`config.mk`:
```
export PLATFORM = sky130hd
export DESIGN_NAME = instr_fetch_stage
export DESIGN_NICKNAME = d
export VERILOG_FILES = /design/src/rtl/instr_fetch_stage_pkg.sv /design/src/rtl/instr_fetch_stage_pc_register.sv /design/src/rtl/instr_fetch_stage.sv
export SDC_FILE = /design/constraint.sdc
export NUM_CORES = 1
export LEC_CHECK = 0
export ABC_AREA = 0
export BUFFER_PORTS_ARGS = -buffer_cell sky130_fd_sc_hd__buf_2
export CAP_MARGIN = 30
export CORE_AREA = 3 3 116 118
export CTS_CLUSTER_SIZE = 12
export DETAILED_ROUTE_END_ITERATION = 12
export DIE_AREA = 0 0 119 121
export HOLD_SLACK_MARGIN = 0.02
export PLACE_DENSITY = 0.72
export SLEW_MARGIN = 20
export SYNTH_ARGS = -nofsm -noshare
export SYNTH_HDL_FRONTEND = slang
export SYNTH_HIERARCHICAL = 1
export SYNTH_SLANG_ARGS = --single-unit
```
`constraint.sdc`:
```
create_clock -name clk -period 2.25 [get_ports clk]
set_clock_uncertainty 0.15 [all_clocks]
set_input_delay 0 -clock clk [delete_from_list [all_inputs] [get_ports clk]]
set_output_delay 0 -clock clk [all_outputs]
set_load 0.05 [all_outputs]
```
`src/rtl/instr_fetch_stage_pkg.sv`:
```
// Shared pipeline definitions for the instruction-fetch stage.
package instr_fetch_stage_pkg;

  typedef enum logic [1:0] {
    FETCH = 2'd0,
    HOLD  = 2'd1,
    DROP  = 2'd2
  } fetch_state_t;

  localparam logic [31:0] NOP_WORD = 32'h0000_0000;

endpackage

```
`src/rtl/instr_fetch_stage_pc_register.sv`:
```
// Program-counter register: synchronous reset to RESET_PC, load enable plus data.
module pc_register #(
  parameter int unsigned           WORD_LEN = 32,
  parameter logic [WORD_LEN-1:0]   RESET_PC = '0
) (
  input  logic                clk,
  input  logic                rst,
  input  logic                load,
  input  logic [WORD_LEN-1:0] d,
  output logic [WORD_LEN-1:0] q
);

  always_ff @(posedge clk) begin
    if (rst)       q <= RESET_PC;
    else if (load) q <= d;
  end

endmodule

```
`src/rtl/instr_fetch_stage.sv`:
```
// Instruction-fetch stage: owns the PC, runs the imem req/ack handshake and
// presents one instruction (or a bubble) per cycle to the IF->ID register.
//
//   state | meaning
//   ------+-------------------------------------------------------------
//   FETCH | request outstanding at pc; ack data passes straight through
//   HOLD  | downstream frozen; replay the captured word, no request
//   DROP  | redirected while a request was in flight; wait out its ack
module instr_fetch_stage
  import instr_fetch_stage_pkg::*;
#(
  parameter int unsigned         WORD_LEN = 32,
  parameter logic [WORD_LEN-1:0] RESET_PC = '0,
  parameter int unsigned         PC_STEP  = 4
) (
  input  logic                clk,
  input  logic                rst,
  input  logic                freeze,
  input  logic                branch_taken,
  input  logic [WORD_LEN-1:0] branch_target,
  output logic                imem_req,
  output logic [WORD_LEN-1:0] imem_addr,
  input  logic                imem_ack,
  input  logic [WORD_LEN-1:0] imem_rdata,
  output logic [WORD_LEN-1:0] instruction,
  output logic [WORD_LEN-1:0] pc_out,
  output logic                fetch_bubble
);

  fetch_state_t        state, state_nxt;
  logic [WORD_LEN-1:0] pc, pc_nxt, pc_inc;
  logic                pc_load;
  logic [WORD_LEN-1:0] hold_reg, stale_addr;
  logic                hold_load, stale_load;

  assign pc_inc = pc + WORD_LEN'(PC_STEP);

  pc_register #(
    .WORD_LEN (WORD_LEN),
    .RESET_PC (RESET_PC)
  ) u_pc_register (
    .clk  (clk),
    .rst  (rst),
    .load (pc_load),
    .d    (pc_nxt),
    .q    (pc)
  );

  always_ff @(posedge clk) begin
    if (rst) begin
      state      <= FETCH;
      hold_reg   <= '0;
      stale_addr <= '0;
    end else begin
      state <= state_nxt;
      if (hold_load)  hold_reg   <= imem_rdata;
      if (stale_load) stale_addr <= pc;
    end
  end

  always_comb begin
    state_nxt    = state;
    pc_load      = 1'b0;
    pc_nxt       = pc_inc;
    hold_load    = 1'b0;
    stale_load   = 1'b0;
    imem_req     = 1'b0;
    imem_addr    = pc;
    instruction  = WORD_LEN'(NOP_WORD);
    pc_out       = pc;
    fetch_bubble = 1'b1;
    if (rst) begin
      pc_out = '0;
    end else begin
      // A redirect always loads the target; only the state transition differs.
      if (branch_taken) begin
        pc_load = 1'b1;
        pc_nxt  = branch_target;
      end
      case (state)
        FETCH: begin
          imem_req = 1'b1;
          if (branch_taken) begin
            if (!imem_ack) begin
              stale_load = 1'b1;
              state_nxt  = DROP;
            end
          end else if (imem_ack) begin
            instruction  = imem_rdata;
            fetch_bubble = 1'b0;
            if (freeze) begin
              hold_load = 1'b1;
              state_nxt = HOLD;
            end else begin
              pc_load = 1'b1;
            end
          end
        end
        HOLD: begin
          if (branch_taken) begin
            state_nxt = FETCH;
          end else begin
            instruction  = hold_reg;
            fetch_bubble = 1'b0;
            if (!freeze) begin
              pc_load   = 1'b1;
              state_nxt = FETCH;
            end
          end
        end
        DROP: begin
          imem_req  = 1'b1;
          imem_addr = stale_addr;
          if (imem_ack) state_nxt = FETCH;
        end
        default: state_nxt = FETCH;
      endcase
    end
  end

endmodule
```
==> qor.yml, run 1 <==
layout:
  fin_util: 0.627
  fin_nets: 1040
  area_growth_pct: 41.9
  drive_gt1_frac: 0.278
  n_fill_cell: 1053
  ff_latch_area_mm2: 0.00197
  multi_input_area_mm2: 0.00334
  n_antenna_cell: 0
placement:
  post-dp-hpwl_um: 10900
  gp_congestion: 0.866
  io_buffers: 166
logic_synthesis:
  synth.distinct_cells: 43
  synth_largest_area_cell: "dfxtp_1"
  synth_edf_count: 0
  yosysWarnings: 6
  synth_top_area_frac: 0.353
  netlist_area_mm2: 0.00556
  ys_ff_latch: 98
  synth_most_common_cell: "nand2_1"
  synthesis.nets: 800
  synth_common_cells: "nand2_1 (163), dfxtp_1 (98), nor2_1 (89)"
  async_reset_ff_frac: 0
  synthFlopType: "dfxtp_1"
  postSynthCellCount: 730
  synth.avg_cell_area_um2: 7.61
  synth_seq_area_share: 0.353
  yosys-top-cells-area: "dfxtp_1 (35%), nand2_1 (11%), mux2_2 (6.1%)"
setup_path:
  start_kind: "register"
  worstPathRequired_ps: 2380
  crit_path_end_kind: "register"
  path_max_fanout: 5
  arrival_ps: 2310
  crit_type: "reg2reg"
drt:
  totalWireLength_um: 17200
  vias_per_cell: 5.23
  vias: 5994
  dr.first_iter.drc_count: 429
  dr.pass1.iters: 5
  wl_per_cell_um: 15.0
  drc_errors: 0
  ant_nets: 0
pwr:
  ir_drop_uv: 280
  p_total_mw: 4.10
  leakagePower_nw: 3.53
  power_density_mw_per_mm2: 520
global_route:
  grt_pass1_vias: 5500
  grt.busiest_layer: "met2"
  grt-ovfl-total: 0
  grt_pass1_wl_um: 27300
  grt_use_met1: 0.321
  use_met2: 0.364
  grt_max_degree: 111
  antenna_found_initial: 0
  track_usage: 0.230
  use_met3: 0.0415
timing:
  fmax_mhz: 460
  hold_violations: 0
  slew_headroom: 0.655
  period_share: 0.966
  fin_crit_ps: 2170
  fin_setup_tns_ps: 0
  setup_viol: 0
  tightest_slew_ps: 515
  slew_violations: 0
min_path:
  hold_class: "in2reg"
die:
  dieArea_mm2: 0.0144
  die-height_um: 121
  fp.dieW_um: 119
  io_pins: 167
  core_region_area_mm2: 0.0126
  rows: 41
  initial_core_util: 0.442
clock_network:
  cts_tree: "yes"
  cts.path.max_buffers: 2
  insertion_delay_ps: 340
  root_buffer: "clkbuf_16"
  cts_sinks: 98
  clk_pin_slew_worst_paths_ps: 70
  numCtsBuffers: 9
  htree_levels: 3
flow_run:
  max_cap_viol_count: 0
run_status:
  status: "complete, no violations"
where the power goes:
group          internal [mW]  total [mW]  switching, mW
combinational          0.336       0.834          0.498
sequential              1.78        1.83         0.0437
clock                  0.777        1.44          0.662
critical path, stage by stage (launching register included):
cell     delay, ps
dfxtp_1        380
nand4_4        150
or4_4          560
or4_1          480
a31oi_1        190
mux2i_1        100
nor2_1         100
cell usage in the layout (no fill, tap or decap), types with 2 or more instances in the layout:
master / count
o31ai_1: 10
clkbuf_16: 10
buf_4: 35
and2_1: 2
nor3_1: 3
a31oi_1: 14
or3_1: 9
dlygate4sd3_1: 85
or4_1: 10
nor2_1: 87
buf_6: 3
nand3_1: 12
buf_12: 4
mux2_2: 30
and3_1: 3
clkbuf_1: 3
nand3b_1: 34
mux2i_1: 32
dfxtp_2: 6
buf_2: 165
or4_4: 2
a22oi_1: 32
xor2_1: 9
dfxtp_1: 92
nand4_1: 7
clkinv_2: 3
o21ai_1: 2
nand2_1: 163
o21ai_0: 16
inv_1: 3
xnor2_1: 3
nor2b_1: 30
a21oi_1: 33
layout make-up:
cell class | count | area share
Inverter | 3 | 0.00143
Clock inverter | 3 | 0.00190
Multi-Input combinational cell | 565 | 0.424
Sequential cell | 98 | 0.250
Timing Repair Buffer | 293 | 0.264
Tap cell | 172 | 0.0273
Clock buffer | 13 | 0.0317
through the flow:
stage / area, µm² / instances / setup slack [ps] / hold WS [ps]
floorplan: 5560 / 730 / -35.2 / -77.6
global placement: 6670 / 1044 / 128 / 50.6
detailed placement: 6670 / 1044 / 91.2 / 51.9
CTS: 7790 / 1145 / 20.7 / 222
global route: 7880 / 1147 / -15.8 / 257
finish: 7880 / 1147 / 77.1 / 233
cell families (layout without fill, tap and decap cells):
logic type,after synthesis,after routing,synth area share
multiplexers,62,62,0.118
flip-flops,98,98,0.353
AND/OR/NAND/NOR,380,380,0.327
adder cells (fa/ha/maj),1,1,0.00225
AO/OA/AOI/OAI,110,110,0.123
buffers and inverters,67,312,0.0570
XOR/XNOR,12,12,0.0189
what timing repair did:
item                                    CTS  global route
endpoints found under the setup margin    0            34
hold endpoints to repair                 67             0
setup buffers                             0             1
hold buffers                             85             0
gates resized for setup                   0            20
routing by layer:
metal | vias up | part of all wire
met5 | - | 0
met4 | 0 | 0.013
met1 | 2723 | 0.45
met2 | 258 | 0.46
li1 | 2993 | -
met3 | 20 | 0.076
worst paths after layout:
kind / startpoint / depth (start not counted) / endpoint / slack [ps]
max: u_pc_register/q[5] / 6 / u_pc_register/q[31] / 80
min: imem_rdata[17] / 4 / hold_reg[17] / 230
max reg2reg: u_pc_register/q[5] / 6 / u_pc_register/q[31] / 80
min reg2reg: stale_addr[30] / 2 / stale_addr[30] / 300
Note: power is estimated with default switching activity, not from simulation.
==> inputs of run 2 (changes only) <==
- RECOVER_POWER: unset -> 25
- REMOVE_ABC_BUFFERS: unset -> 1
- SETUP_SLACK_MARGIN: unset -> 0.3
==> run 2 against run 1 <==
Effect of this change:
- the run now ends with hold timing, capacitance limit, slew limit left
- sequential share of layout area shrank 2.6 points
- routed wire length grew 15%
- register-to-register slack is essentially flat
- maximum frequency grew 0.53%
- critical path depth grew 4
- global-route usage shrank 0.059 points
- combinational power grew 18%
- non-clock buffer count grew 19
==> qor.yml, run 2 (synthesis results as in run 1) <==
setup_path:
  path_max_fanout: 4
  arrival_ps: 2180
  critPathLaunch: "u_pc_register/q[2]"
  r2r_cells: 10
  start_kind: "register"
  worstPathRequired_ps: 2260
  timing.rr.start: "u_pc_register/q[2]"
  crit_path_end_kind: "register"
  crit_type: "reg2reg"
drt:
  dr.first_iter.drc_count: 540
  dr.pass1.iters: 5
  vias: 6382
  wl_per_cell_um: 16.9
  vias_per_cell: 5.46
  drc_errors: 0
  ant_nets: 0
  totalWireLength_um: 19700
timing:
  period_share: 0.961
  setup_viol: 0
  hold_violations: 7
  slew_violations: 90
  rsz0062_at_grt: "true"
  fin_crit_ps: 2160
  tightest_slew_ps: 1550
  holdWs_ps: -85.7
  slew_headroom: -0.0360
  fmax_mhz: 463
  fin_setup_tns_ps: 0
pwr:
  p_int_mw: 3.22
  leakagePower_nw: 3.67
  pwr-share-comb: 0.219
  seq_power_share: 0.407
  power_density_mw_per_mm2: 505
  clockPowerShare: 0.374
  p_sw_frac: 0.282
  ir_drop_uv: 304
  switchingPower_mw: 1.27
min_path:
  worstHoldPathCells: 3
  worstHoldStart: "rst"
  hold_class: "in2reg"
layout:
  fin_util: 0.707
  area_growth_pct: 59.9
  n_fill_cell: 903
  layout_commonest_cell: "nand2_1"
  ff_latch_area_mm2: 0.00199
  final_cell_mix: "nand2_1 (163), dfxtp_1 (80), buf_2 (76)"
  drive_gt1_frac: 0.352
  fin_nets: 1060
  multi_input_area_mm2: 0.00360
clock_network:
  numCtsBuffers: 9
  cts_tree: "yes"
  root_buffer: "clkbuf_16"
  htree_levels: 3
  cts_hold_repair.buffers: 70
  insertion_delay_ps: 340
  cts_sinks: 98
  clk_pin_slew_worst_paths_ps: 70
  cts.path.max_buffers: 2
die:
  initial_core_util: 0.442
  rows: 41
  io_pins: 167
  core_region_area_mm2: 0.0126
  die-height_um: 121
  fp.dieW_um: 119
  dieArea_mm2: 0.0144
flow_run:
  max_cap_viol_count: 1
global_route:
  track_usage: 0.230
  grt-ovfl-total: 0
  grt_pass1_wl_um: 27400
  grt_max_degree: 90
  grt_pass1_vias: 5666
  antenna_found_initial: 0
placement:
  post-dp-hpwl_um: 10400
  gp_congestion: 0.804
  io_buffers: 166
run_status:
  failed_checks: "hold timing, capacitance limit, slew limit"
  status: "finished with violations"
-- run 2: cell count changes in the layout (fill, tap and decap cells not counted), sizes merged --
| cell | change |
|---|---|
| clkbuf | +42 |
| clkinv | -3 |
| diode | +1 |
| dlygate4sd3 | -15 |
| buf | -9 |
| or2 | +1 |
| bufinv | +2 |
| clkinvlp | +2 |
-- run 2: cell type report --
| class | instances | area share |
|---|---|---|
| clock buffer | 12 | 0.0277 |
| tap | 172 | 0.0242 |
| clock inverter | 4 | 0.00845 |
| inverter | 3 | 0.00127 |
| sequential | 98 | 0.224 |
| multi-input combinational | 566 | 0.405 |
| timing repair buffer | 312 | 0.309 |
| antenna | 1 | 0.000282 |
-- run 2: worst paths after layout --
| kind | endpoint | slack [ps] |
|---|---|---|
| worst max-delay path | u_pc_register/q[24] | 90 |
| worst min-delay path | hold_reg[9] | -90 |
| worst max register to register | u_pc_register/q[24] | 90 |
| worst min register to register | stale_addr[17] | 310 |
-- run 2: metrics by stage --
step	worst slack [ps]	std cells	power (mW)	area (µm²)
after floorplan	-1860	666	2.30	5250
after global placement	119	1049	2.57	6690
after detailed placement	76.5	1049	2.57	6690
after CTS	185	1144	4.36	7960
after global routing	22.8	1167	4.63	8880
final	88.5	1168	4.49	8880
-- run 2: what timing repair did --
item                                    in CTS  in global routing
endpoints found under the setup margin      78                 80
gates cloned                                 1                  9
pin swaps                                   12                 32
setup buffers                                8                 14
resized for setup                           62                224
hold endpoints to repair                    70                  7
-- run 2: per-layer routing --
layer | global-route usage | vias to the layer above | wire, µm
li1 | - | 3031 | -
met1 | 0.302 | 3024 | 8200
met2 | 0.385 | 261 | 9750
met3 | 0.0275 | 66 | 1100
met4 | 0.0905 | 0 | 700
met5 | 0 | - | 0
-- run 2: worst max-delay path, stage by stage, from the launching register on --
cell and delay, ps:
dfxtp_2 370, ha_4 150, and3_4 200, nand4_1 130, buf_4 170, buf_6 120, buf_4 130, o31ai_1 240
a31oi_1 120, mux2i_1 150, nor2_1 60
-- run 2: power groups by stage --
stage          combinational, mW  clock, mW  sequential, mW
4_1_cts                    0.836       1.70            1.82
3_5_place_dp               0.711          0            1.86
3_3_place_gp               0.709          0            1.86
5_1_grt                     1.04       1.76            1.83
2_1_floorplan              0.435          0            1.86
6_report                   0.981       1.68            1.83
